===== src/rtl/rx_bit_timer.sv =====
// rx_bit_timer: receive-side bit-timing controller.
//
// Tracks the clock phase inside each serial bit, strobes shift_enable at the
// configured sample point, counts sampled bits and pulses byte_received once
// per completed byte. resync realigns the bit phase to a detected data edge.
//
// Ports:
//   clk           system clock, rising edge
//   n_rst         asynchronous active-low reset
//   enable_timer  level, timing active while high
//   resync        pulse, data edge seen: restart the bit phase
//   clear         synchronous clear of all timing state
//   shift_enable  one-cycle sample strobe to the shift register
//   byte_received one-cycle pulse after the last bit of a byte
//   bit_cnt       bits sampled so far in the current byte
//   byte_cnt      bytes completed since leaving IDLE, saturates at 255
//   busy          high while in RUN
//
// state | meaning
// IDLE  | timing stopped, counters cleared (byte_cnt holds)
// RUN   | clk_cnt advancing, sampling bits
module rx_bit_timer #(
    parameter int CLKS_PER_BIT  = 8,
    parameter int SAMPLE_POINT  = 3,
    parameter int BITS_PER_BYTE = 8
) (
    input  logic                             clk,
    input  logic                             n_rst,
    input  logic                             enable_timer,
    input  logic                             resync,
    input  logic                             clear,
    output logic                             shift_enable,
    output logic                             byte_received,
    output logic [$clog2(BITS_PER_BYTE)-1:0] bit_cnt,
    output logic [7:0]                       byte_cnt,
    output logic                             busy
);

    localparam int CW = $clog2(CLKS_PER_BIT);
    localparam int BW = $clog2(BITS_PER_BYTE);
    localparam logic [CW-1:0] CNT_LAST = CW'(CLKS_PER_BIT - 1);
    localparam logic [CW-1:0] SAMPLE   = CW'(SAMPLE_POINT);
    localparam logic [BW-1:0] BIT_LAST = BW'(BITS_PER_BYTE - 1);

    generate
        if (CLKS_PER_BIT < 2) begin : g_bad_cpb
            $error("rx_bit_timer: CLKS_PER_BIT must be >= 2");
        end
        if (SAMPLE_POINT >= CLKS_PER_BIT) begin : g_bad_sp
            $error("rx_bit_timer: SAMPLE_POINT must be < CLKS_PER_BIT");
        end
        if (BITS_PER_BYTE < 2) begin : g_bad_bpb
            $error("rx_bit_timer: BITS_PER_BYTE must be >= 2");
        end
    endgenerate

    typedef enum logic {IDLE, RUN} state_t;

    state_t        state;
    logic [CW-1:0] clk_cnt;
    logic          sample;

    // Decoded straight from registers so the strobe is glitch-free.
    assign sample       = (state == RUN) && (clk_cnt == SAMPLE);
    assign shift_enable = sample;
    assign busy         = (state == RUN);

    always_ff @(posedge clk or negedge n_rst) begin
        if (!n_rst) begin
            state         <= IDLE;
            clk_cnt       <= '0;
            bit_cnt       <= '0;
            byte_cnt      <= '0;
            byte_received <= 1'b0;
        end else if (clear) begin
            // Also swallows a byte_received from a same-cycle final shift.
            state         <= IDLE;
            clk_cnt       <= '0;
            bit_cnt       <= '0;
            byte_cnt      <= '0;
            byte_received <= 1'b0;
        end else begin
            byte_received <= 1'b0;
            case (state)
                IDLE: begin
                    if (enable_timer) begin
                        state    <= RUN;
                        clk_cnt  <= '0;
                        bit_cnt  <= '0;
                        byte_cnt <= '0;
                    end
                end
                RUN: begin
                    // A sample coinciding with resync or enable dropping still counts.
                    if (sample) begin
                        if (bit_cnt == BIT_LAST) begin
                            bit_cnt       <= '0;
                            byte_received <= 1'b1;
                            if (byte_cnt != 8'hFF)
                                byte_cnt <= byte_cnt + 8'd1;
                        end else begin
                            bit_cnt <= bit_cnt + BW'(1);
                        end
                    end
                    if (resync || clk_cnt == CNT_LAST)
                        clk_cnt <= '0;
                    else
                        clk_cnt <= clk_cnt + CW'(1);
                    // Partial byte is discarded; byte_cnt holds until next entry.
                    if (!enable_timer) begin
                        state   <= IDLE;
                        clk_cnt <= '0;
                        bit_cnt <= '0;
                    end
                end
                default: state <= IDLE;
            endcase
        end
    end

endmodule


===== config.mk =====
export PLATFORM = sky130hd
export DESIGN_NAME = rx_bit_timer
export DESIGN_NICKNAME = d
export VERILOG_FILES = /design/src/rtl/rx_bit_timer.sv
export SDC_FILE = /design/constraint.sdc
export NUM_CORES = 1
export LEC_CHECK = 0
export CORE_MARGIN = 2
export CORE_UTILIZATION = 52
export CTS_BUF_LIST = sky130_fd_sc_hd__clkbuf_16
export CTS_CLUSTER_SIZE = 20
export DETAILED_ROUTE_END_ITERATION = 10
export PLACE_DENSITY = 0.82
export SETUP_SLACK_MARGIN = 0.5
export SLEW_MARGIN = 40
export SYNTH_ARGS = -nofsm -noshare
export SYNTH_HDL_FRONTEND = slang
export SYNTH_SLANG_ARGS = --single-unit

===== constraint.sdc =====
create_clock -name clk -period 3.1 [get_ports clk]
set_input_delay 0.62 -clock clk [delete_from_list [all_inputs] [get_ports clk]]
set_output_delay 0.62 -clock clk [all_outputs]
set_load 0.05 [all_outputs]

* After elaboration in Yosys (flattened, before gate mapping) *
Index checks and enable logic that the tools add are counted.

word-level totals
  bits in registers = 16
  output and inout port bits = 14
  input bits = 5
  word-level logic and storage cells = 44

operators by class
  bitwise logic cells = 1
  equality and inequality tests = 9
  add/subtract/negate cells = 3
  reduce and logical (&&, ||, !) cells = 4
  multiplexer cells = 22

operators by type and width
  kind                 number
  $mux 8               5
  $mux 3               8
  $pmux 8 s2           1
  $pmux 3 s2           2
  $add 8x1->8 const B  1
  $ne 8x8->1 const B   1
  $add 3x1->3 const B  2
  $eq 3x3->1 const B   2
  $mux 1               6
  $ne 3x2->1 const B   2
  $ne 3x3->1 const B   2
  $ne 4x4->1 const B   1
  $reduce_and 4->1     1
  $eq 3x2->1 const B   1
  $reduce_and 2->1     1
  $logic_and 1x1->1    1
  $logic_or 1x1->1     1
  $not 1->1            1

* Longest topological paths before layout *
  word-level depth = 6
  depth in mapped cells = 7
  depth with buffers taken out = 6

* Worst setup path after synthesis *
No wires, ideal clock.

  path type = reg-to-reg
  start = register bit_cnt[0]
  end = register byte_cnt[4]
  path slack = 1024 ps
  data arrival time = 1956 ps
  period minus slack after synthesis = 2076 ps
  library setup time = 120 ps
  path buffers = 1
  data required time = 2980 ps
  stages on the path, launching flop included = 8
  path through = dfrtp_1 -> ha_1 -> ha_1 -> and3_1 -> or3_1 -> buf_2 -> a21oi_2 -> and3b_1

between the ends
  longest elaborated chain between the ends = 3

RTL lines
  item                        RTL line  RTL
  from (decl)                 34        output logic [$clog2(BITS_PER_BYTE)-1:0] bit_cnt,
  from (signal assigned)      102       bit_cnt <= bit_cnt + BW'(1);
  $eq 3x3->1                  96        if (bit_cnt == BIT_LAST) begin
  $ne 3x2->1 (no line)        n/a
  $reduce_and 4->1 (no line)  n/a
  to (signal assigned)        100       byte_cnt <= byte_cnt + 8'd1;
  to (decl)                   35        output logic [7:0] byte_cnt,

No other way between the ends.
A chain may end at the register's enable or synchronous reset.

* Worst setup path in the final report *
  start = register state (netlist: busy)
  end = output port busy

RTL lines
  item                    RTL line  RTL
  from (decl)             59        state_t state;
  from (signal assigned)  70        state <= IDLE;
  from (signal assigned)  77        state <= IDLE;
  from (signal assigned)  87        state <= RUN;
  to (decl)               36        output logic busy

No word-level cell between the ends.

==> key figures <==
Global routing
  – Gr ovfl total: 0
  – GR met1 Demand/Resource: 0.281
  – Global-route wire length before repair: around 3400 µm
  – Pin count of the biggest net entering global routing: 17
  – GRT met3 Usage: 0.0440
  – Vias in the first global route: ~760
  – GRT Total Usage: 0.239
  – Initial antenna violation count: 0
  – GRT busiest layer: met2
  – Met2 GRT Util: 0.412

Cells and area
  – Final Instance Area: approximately 1100 µm²
  – Most frequent cells in the layout: 17 x clkdlybuf4s50_1, 16 x dfrtp_1, 8 x nand2_1, 8 x nor2_1, 6 x ha_1
  – Sequential Area: 400 µm²
  – Layout cells sized above 1: 0.0463
  – Fin cells: ~120
  – Multi-input gate area: between 400 and 500 µm²
  – Commonest non-fill, non-tap cell in the layout: clkdlybuf4s50_1
  – # fillers: ~110
  – Nets@finish: 120
  – Core Util, Final: 0.745
  – # diodes: 0
  – Layout area overhead: 31.6%

Timing
  – Slew margin rel.: 0.517
  – Tmin final: between 2000 and 2500 ps
  – Worst Clk Skew: about 3.4 ps
  – Final hold viol count: 0
  – Fmax: ~440 MHz
  – Slew Limit Fails: 0
  – Finish-stage setup viols: 0
  – Pin slew with the least headroom to its limit: around 720 ps
  – Period utilization: 0.727
  – Setup TNS: 0 ps
  – RSZ-0062 raised after global routing: false

Detailed routing
  – Vias/cell: about 6.4
  – DRT Pass-1 Iters: 4
  – DR iter-0 viols: 24
  – Final ANT Viol Nets: 0
  – Post-Route WL: approximately 2000 µm
  – DRC: 0
  – Routed vias: 794
  – Drt wl/cell: 16.5 µm

Power and ir drop
  – Power Internal: just under 0.4 mW
  – Gate power share: 0.073
  – Power per cell area: approximately 440 nW/µm²
  – Sw frac: 0.214
  – Clock share of power: 0.501
  – Psw: 0.108 mW
  – Leakage: approximately 0.53 nW
  – VDD IR max: 0.370 mV
  – Final Power: between 0.5 and 0.6 mW
  – Seq pwr share: 0.426

Worst setup path
  – Slowest stage cell on the critical path: clkdlybuf4s50_1
  – Crit start category: flip-flop
  – Max stage delay on crit path: about 900 ps
  – CP max FO: 10
  – Crit path max-delay family: buffers and inverters
  – Worst Path Arrival: ~1600 ps
  – CP required: 2480 ps
  – Worst setup path class: reg2out
  – CP endpoint kind: output port
  – CP cell instances: clkdlybuf4s50_1
  – WP buf/inv: 1

Synth
  – Synth warn: 0
  – Mapped cell area: approximately 860 µm²
  – Post-synth EDFFs: 0
  – FF+latch count, synth: 16
  – Seq/Total Area, Yosys: 0.464
  – Ys flop type: dfrtp_1
  – Yosys cell types: 32
  – Post-Syn Nets: around 100
  – Asr flop ratio synth: 1.00
  – Mean Syn Cell Area: about 10 µm²
  – Synth Instances: 88

Clock tree
  – Post-CTS setup buffer count: 0
  – Num CTS Buffers: 3
  – Clock Latency Late Sink: approximately 250 ps
  – TritonCTS clock tree: built
  – Clk sinks: 16
  – Clock slew at reported path FFs: about 50 ps
  – CTS H-Tree Depth: 1
  – CTS max path bufs: 2
  – Clock tree root buffer cell: clkbuf_16

Placed design
  – Placed inst area: around 1100 µm²
  – Routability Congestion: between 0.8 and 0.9
  – Placed Cells: 120
  – Placed wire-length estimate: around 1400 µm
  – Input/output buffers: 18

Outcome
  – Status: completed

Min path
  – Hold crit path type: reg2reg

Die
  – Core area: 1520 µm²
  – I/O pin cnt: 19
  – Initial core utilization: 0.567
  – Row count: 14
  – Chip Width: roughly 45 µm
  – Chip height: around 45 µm
  – Die area: about 2000 µm²

Job
  – Max Cap Viol: 0
-- final cells by class --
| type | instances | area share |
|---|---|---|
| clock buffer | 3 | 0.0661 |
| clock inverter | 1 | 0.00330 |
| inverter | 1 | 0.00330 |
| multi-input combinational | 69 | 0.396 |
| sequential | 16 | 0.352 |
| tap | 16 | 0.0176 |
| timing repair buffer | 18 | 0.161 |
-- per-stage QoR --
step           hold slack [ps]  setup WS (ps)
2_1_floorplan              324           1020
3_3_place_gp               470            831
3_5_place_dp               489            791
4_1_cts                    498            515
5_1_grt                    511            812
6_report                   492            846
-- kinds of logic (layout without fill, tap and decap cells) --
kind of cell             after synthesis  in the layout  synth area share
adder cells (fa/ha/maj)                6              6            0.0870
AO/OA/AOI/OAI                         26             26             0.209
AND/OR/NAND/NOR                       36             36             0.213
flip-flops                            16             16             0.464
buffers and inverters                  3             23            0.0145
multiplexers                           1              1            0.0130
-- Yosys cell counts (2+ instances only) --
| cell type | n | area (µm²) |
|---|---|---|
| o31ai_1 | 2 | 15.0 |
| and2_1 | 2 | 12.5 |
| nand2_1 | 8 | 30.0 |
| ha_1 | 6 | 75.1 |
| dfrtp_1 | 16 | 400 |
| nor3_1 | 3 | 15.0 |
| o21ai_1 | 3 | 15.0 |
| a22oi_1 | 3 | 22.5 |
| and3_1 | 4 | 25.0 |
| a21oi_1 | 4 | 20.0 |
| a22o_1 | 3 | 26.3 |
| nor2b_1 | 4 | 25.0 |
| nand4_1 | 2 | 12.5 |
| o21ai_0 | 3 | 15.0 |
| nor2_1 | 8 | 30.0 |
-- worst paths after layout --
check,from,endpoint,slack (ps),cells after the start
min in group asynchronous,n_rst,byte_cnt[6],800,1
min,clk_cnt[0],clk_cnt[0],490,1
min reg2reg,clk_cnt[0],clk_cnt[0],490,1
max in group asynchronous,n_rst,bit_cnt[1],1840,1
max reg2reg,bit_cnt[0],byte_cnt[4],1170,6
max,busy,busy,850,1
-- flip-flops by register name (all words and copies together) (netlist names) --
name,count
busy,1
byte_cnt,8
bit_cnt,3
byte_received,1
clk_cnt,3
-- worst register-to-register path, stage by stage (launching register included) --
cell and delay (ps):
dfrtp_1 410, ha_1 220, ha_1 210, and3_1 190
or3_1 470, a21oi_2 150, and3b_1 180
-- power by group through the flow --
stage / logic [mW] / registers (mW) / clock network [mW]
6_report: 0.0367 / 0.214 / 0.252
2_1_floorplan: 0.0142 / 0.223 / 0
5_1_grt: 0.0398 / 0.214 / 0.263
3_3_place_gp: 0.0350 / 0.217 / 0
3_5_place_dp: 0.0359 / 0.217 / 0
4_1_cts: 0.0368 / 0.214 / 0.253
-- per-layer routing --
layer	up-vias	routed length, µm
li1	373	-
met1	377	827
met2	36	1040
met3	8	121
met4	0	51
met5	-	0
-- repair_timing --
| item | in CTS | in global routing |
|---|---|---|
| hold endpoints to repair | 0 | 0 |
| hold buffers | 0 | 0 |
| endpoints found under the setup margin | 0 | 1 |
| gates resized for setup | 0 | 1 |
Note: power is estimated with default switching activity, not from simulation.
